--- config.mk ---
export PLATFORM = sky130hd
export DESIGN_NAME = dmem_port_arbiter
export DESIGN_NICKNAME = d
export VERILOG_FILES = /design/src/rtl/dmem_port_arbiter.sv
export SDC_FILE = /design/constraint.sdc
export NUM_CORES = 1
export LEC_CHECK = 0
export ABC_AREA = 1
export CORE_AREA = 2 2 163 165
export DETAILED_ROUTE_END_ITERATION = 7
export DIE_AREA = 0 0 165 167
export PLACE_DENSITY = 0.46
export SETUP_SLACK_MARGIN = 0.3
export SYNTH_ARGS = -nofsm -noshare
export SYNTH_HDL_FRONTEND = slang
export SYNTH_SLANG_ARGS = --single-unit
--- constraint.sdc ---
create_clock -name clk -period 3.12 [get_ports clk]
set_input_delay 0.624 -clock clk [delete_from_list [all_inputs] [get_ports clk]]
set_output_delay 0.624 -clock clk [all_outputs]
set_load 0.03 [all_outputs]
--- src/rtl/dmem_port_arbiter.sv ---
// Two-master front end for the single-port data memory. cpu and nic share one dmem port,
// and read data returns to the granted master one cycle after acceptance.
module dmem_port_arbiter #(
  parameter int CPU_PRIORITY = 1,
  parameter int STARVE_LIMIT = 4,
  parameter int DATA_W       = 64,
  parameter int ADDR_W       = 8
) (
  input  logic              clk,
  input  logic              reset_n,
  input  logic              cpu_req_valid,
  output logic              cpu_req_ready,
  input  logic              cpu_req_wr,
  input  logic [ADDR_W-1:0] cpu_req_addr,
  input  logic [DATA_W-1:0] cpu_req_data,
  output logic              cpu_rsp_valid,
  output logic [DATA_W-1:0] cpu_rsp_data,
  input  logic              nic_req_valid,
  output logic              nic_req_ready,
  input  logic              nic_req_wr,
  input  logic [ADDR_W-1:0] nic_req_addr,
  input  logic [DATA_W-1:0] nic_req_data,
  output logic              nic_rsp_valid,
  output logic [DATA_W-1:0] nic_rsp_data,
  output logic              memEn,
  output logic              memWrEn,
  output logic [ADDR_W-1:0] memAddr,
  output logic [DATA_W-1:0] dataIn,
  input  logic [DATA_W-1:0] dataOut
);

  localparam logic [3:0] LIMIT = 4'(STARVE_LIMIT);

  function automatic logic [3:0] satInc(input logic [3:0] cnt);
    return (cnt >= LIMIT) ? LIMIT : cnt + 4'd1;
  endfunction

  logic       rrLastNic;
  logic [3:0] starveCnt;
  logic       grantCpu_p0;
  logic       grantNic_p0;
  logic       vldCpu_p1;
  logic       vldNic_p1;

  // Stage p0: combinational grant and dmem drive; everything is held off while in reset
  always_comb begin
    grantCpu_p0 = 1'b0;
    grantNic_p0 = 1'b0;
    if (reset_n) begin
      if (cpu_req_valid && nic_req_valid) begin
        if (CPU_PRIORITY != 0) grantNic_p0 = (starveCnt == LIMIT);
        else                   grantNic_p0 = !rrLastNic;
        grantCpu_p0 = !grantNic_p0;
      end else begin
        grantCpu_p0 = cpu_req_valid;
        grantNic_p0 = nic_req_valid;
      end
    end
  end

  assign cpu_req_ready = grantCpu_p0;
  assign nic_req_ready = grantNic_p0;

  always_comb begin
    memEn   = 1'b0;
    memWrEn = 1'b0;
    memAddr = '0;
    dataIn  = '0;
    if (grantCpu_p0) begin
      memEn   = 1'b1;
      memWrEn = cpu_req_wr;
      memAddr = cpu_req_addr;
      dataIn  = cpu_req_data;
    end else if (grantNic_p0) begin
      memEn   = 1'b1;
      memWrEn = nic_req_wr;
      memAddr = nic_req_addr;
      dataIn  = nic_req_data;
    end
  end

  // Stage p1: arbitration history and pending read responses
  always_ff @(posedge clk or negedge reset_n) begin
    if (!reset_n) begin
      rrLastNic <= 1'b1;
      starveCnt <= '0;
      vldCpu_p1 <= 1'b0;
      vldNic_p1 <= 1'b0;
    end else begin
      if (grantCpu_p0 || grantNic_p0) rrLastNic <= grantNic_p0;
      if (!nic_req_valid || grantNic_p0) starveCnt <= '0;
      else                               starveCnt <= satInc(starveCnt);
      vldCpu_p1 <= grantCpu_p0 && !cpu_req_wr;
      vldNic_p1 <= grantNic_p0 && !nic_req_wr;
    end
  end

  // dmem presents read data in the cycle after the accepting edge
  assign cpu_rsp_valid = vldCpu_p1;
  assign nic_rsp_valid = vldNic_p1;
  assign cpu_rsp_data  = vldCpu_p1 ? dataOut : '0;
  assign nic_rsp_data  = vldNic_p1 ? dataOut : '0;

endmodule
Word-level counts from Yosys, hierarchy flattened
Cells that the tools add are included.
{"block": "totals", "reg_bits": 6, "output_inout_bits": 206, "elab_cells": 32}
{"block": "op_classes", "addsub": 1, "magnitude_cmp": 1, "n_eq_ne": 1, "n_mux": 18, "n_reduce_logical": 8}
{"operator": "$mux 64", "count": 4}
{"operator": "$mux 8", "count": 2}
{"operator": "$mux 1", "count": 10}
{"operator": "$mux 4", "count": 2}
{"operator": "$add 4x1->4 const B", "count": 1}
{"operator": "$eq 4x3->1 const B", "count": 1}
{"operator": "$ge 4x3->1 const B", "count": 1}
{"operator": "$logic_not 1->1", "count": 4}
{"operator": "$logic_and 1x1->1", "count": 3}
{"operator": "$logic_or 1x1->1", "count": 1}

Logic depth before layout (Yosys ltp)
{"block": "depth", "ltp_word": 7, "ltp_mapped": 8, "ltp_nobuf": 7}

Least setup slack after synthesis
No wires, ideal clock.
{"block": "synth_timing", "path_kind": "input to output", "startpoint": "input cpu_req_valid", "endpoint": "output dataIn[0]", "arrival_ns": 1.653, "required_time_ns": 2.496, "path_slack_ns": 0.843, "path_stages": 5, "n_path_buf": 1, "cell_sequence": "nand2_1 inv_1 nand2_2 clkbuf_1 o21ai_0"}
{"block": "synth_between", "elab_chain_len": 5, "word_cells_on_any_way": 7, "classes_between": "6 x mux; 1 x reduce/logical"}
{"item": "from (decl)", "line": "11", "rtl": "input logic cpu_req_valid,"}
{"item": "$logic_and 1x1->1", "line": "50", "rtl": "if (cpu_req_valid && nic_req_valid) begin"}
{"item": "$mux 1", "line": "50"}
{"item": "$mux 1", "line": "49", "rtl": "if (reset_n) begin"}
{"item": "$mux 64", "line": "74", "rtl": "end else if (grantNic_p0) begin"}
{"item": "$mux 64 (*)", "line": "69", "rtl": "if (grantCpu_p0) begin"}
{"item": "to (decl)", "line": "28", "rtl": "output logic [DATA_W-1:0] dataIn,"}
Mark *: on every way between the ends. The rest lies on a longest branch, timed or not.

Worst setup path after layout
{"block": "layout_timing", "startpoint": "input reset_n", "endpoint": "output dataIn[9]"}
{"block": "layout_between", "elab_chain_len": 3, "word_cells_on_any_way": 4, "classes_between": "4 x mux"}
{"item": "from (decl)", "line": "10", "rtl": "input logic reset_n,"}
{"item": "$mux 1", "line": "49"}
{"item": "$mux 64", "line": "74"}
{"item": "$mux 64 (*)", "line": "69"}
Marked as above.

==> metrics.csv <==
stage,metric,value,unit
status,status,completed,
clock_network,ctsRootBufferMaster,clkbuf_16,
critical_path,max_stage_delay,0.47,ns
critical_path,cp_max_fo,24,
floorplan,fp.dieH,167,um
sta,max_slew_margin,0.589,
power,p_total,1.23,mW
clock_network,holdBufCountCts,0,
sta,finalClockSkew,0.00251,ns
layout,layout_common_cells,"clkdlybuf4s50_1 (342), inv_1 (207), nand2_1 (134)",
sta,fin_ws,0.390,ns
hold_path,hold_class,flip-flop to flip-flop,
floorplan,die_w,165,um
floorplan,rows,59,
routing,route.met2.wl,9100,um
clock_network,htreeDepth,1,
layout,area_growth,180,%
routing,wire_per_inst,13.6,um
grt,grt.overflow.total,0,
sta,worstMarginPinSlew,0.616,ns
sta,finalHoldViolCount,0,
clock_network,cts_buffers,3,
synth,synthAdderAreaFrac,0.00990,
grt,grt_pass1_wl,25200,um
layout,drive_gt1_frac,0.108,
synth,synth_compound_area_frac,0.145,
synth,synth-simple-area-share,0.365,
clock_network,cts_tree,built,
clock_network,clkSinkCount,6,
routing,firstDrtPassIters,4,
critical_path,cp-end-kind,primary output,
power,max-vdd-ir-drop,0.177,mV
routing,drc_errors,0,
critical_path,crit_top_cell,buf_4,
synth,ys_warn_count,0,
sta,whs,0.528,ns
floorplan,ios,420,
clock_network,clk_path_buf_depth,2,
placed_design,gp_congestion,0.787,
critical_path,path_delay_family,buffers and inverters,
routing,top_layer,met4,
critical_path,startpoint_type,input port,
power,powerDensity,173,nW/um2
critical_path,cp.buffers_inverters,5,
sta,fin_tns_setup,0,ns
run,cap_viol_max_count,0,
clock_network,clk_pin_slew,0.03,ns
floorplan,start_util,0.0981,
critical_path,crit_chain,"clkdlybuf4s50_1, buf_4, nand2_1, inv_4, buf_12, nand3_1, o21ai_1, buf_4",
layout,filler_cell_count,2932,
layout,diodes,0,
placed_design,dp_hpwl,14800,um
grt,grt_max_degree,61,
synth,synth_top_family_by_area,buffers and inverters,
sta,period_share,0.875,
synth,syn_avg_cell_area,4.62,um2
routing,drt-initial-drc-count,240,
synth,synth_area,2530,um2
power,leakage,3.94,nW
routing,wl_met1,6330,um
clock_network,clk_latency,0.23,ns
sta,finalSetupViolCount,0,
critical_path,critPathKind,input port to primary output,
sta,fmax,366,MHz
layout,mostFrequentLayoutCell,clkdlybuf4s50_1,
sta,slew_viol_final,0,
grt,grt_pass1_vias,4698,
critical_path,cp.required,2.50,ns
floorplan,dieArea,27600,um2
synth,synth_cells,547,
synth,yosys-mux-area-fraction,0,
sta,post-route-min-period,2.73,ns
synth,ys_types,18,
routing,wirelength,17500,um
routing,via_per_inst,3.55,
routing,antenna_left,0,
routing,vias,4554,
layout,final_core_util,0.275,
synth,ys_seq_elements,6,
routing,wl_met3,1800,um
floorplan,core_area,25800,um2
sta,rsz0062_at_grt,yes,
placed_design,numPortBuffers,419,
synth,synth_fp_nets,763,
grt,antenna_found_initial,0,
synth,ys_seq_area_frac,0.0594,
layout,fin_nets,1164,
grt,track_usage,0.116,
synth,synth-xor-area-share,0,
critical_path,cp.arrival,2.11,ns
placed_design,post-place-ws,0.335,ns
critical_path,crit_slowest_cell,clkdlybuf4s50_1,
-- flip-flops by register name (all words and copies together), names as in the netlist --
register / cells
nic_rsp_valid: 1
starveCnt: 4
cpu_rsp_valid: 1
-- routing by layer --
layer  vias up  track usage
met5         -            0
met3        14       0.0311
met2       251        0.230
met1      1933        0.120
li1       2356            -
met4         0       0.0242
-- power breakdown --
part	total [mW]	internal [mW]	switching, mW	leakage (nW)
Sequential	0.0926	0.0819	0.0107	0.0758
Clock	0.214	0.170	0.0448	0.0382
Combinational	0.920	0.464	0.456	3.83
Total	1.23	0.716	0.511	3.94
-- cell usage after synthesis --
| library cell | n | area, um2 |
|---|---|---|
| ha_1 | 2 | 25.0 |
| nor2_1 | 6 | 22.5 |
| nor3_1 | 1 | 5.00 |
| nand2_1 | 135 | 507 |
| o21ai_0 | 14 | 70.1 |
| inv_1 | 207 | 777 |
| buf_8 | 6 | 90.1 |
| nand3_1 | 74 | 370 |
| dfrtp_1 | 6 | 150 |
| clkbuf_1 | 1 | 3.75 |
| buf_4 | 7 | 52.6 |
| o21ai_1 | 59 | 295 |
| nand4_1 | 1 | 6.26 |
| buf_2 | 22 | 110 |
| conb_1 | 1 | 3.75 |
| inv_2 | 1 | 3.75 |
| buf_6 | 2 | 22.5 |
| nand2_2 | 2 | 12.5 |
-- final cells by class --
cell class	instances	area [um2]	share of cell area
timing repair buffer	434	4320	0.610
inverter	208	783	0.111
clock buffer	4	78.8	0.0111
tap	335	419	0.0592
multi-input combinational	295	1330	0.187
sequential	6	153	0.0215
-- kinds of logic after synthesis --
| logic type | after synthesis |
|---|---|
| AOI/OAI and AO/OA | 73 |
| adders and majority gates | 2 |
| buffers and inverters | 246 |
| DFF | 6 |
| other | 1 |
| and+or+nand+nor | 219 |
-- worst reg2reg max path, stage by stage (launching register included) --
cell and delay, ns:
dfrtp_1 0.37, inv_1 0.08, ha_1 0.17, nand3_1 0.10
nand2_2 0.13, buf_12 0.19, nand2_2 0.11, nand2_1 0.11
nor2_1 0.05
-- through the flow --
step	cell area [um2]	cells
after floorplan	2530	547
after global placement	6970	1277
after detailed placement	6970	1277
after CTS	7050	1281
after global routing	7090	1282
final	7090	1282
-- what timing repair did --
item,in CTS,in global routing
endpoints found under the setup margin,0,42
resized for setup,0,6
buffers inserted,0,0
-- final timing paths --
kind,start,end,slack [ns],cells after the start
worst max-delay path,reset_n,dataIn[9],0.39,8
min in group asynchronous,reset_n,starveCnt[2],0.69,2
worst min register to register,starveCnt[0],starveCnt[0],0.53,3
worst min-delay path,starveCnt[0],starveCnt[0],0.53,3
worst max register to register,starveCnt[0],starveCnt[2],1.69,8
max in group asynchronous,reset_n,cpu_rsp_valid,2.29,2
Note: power is estimated with default switching activity, not from simulation.
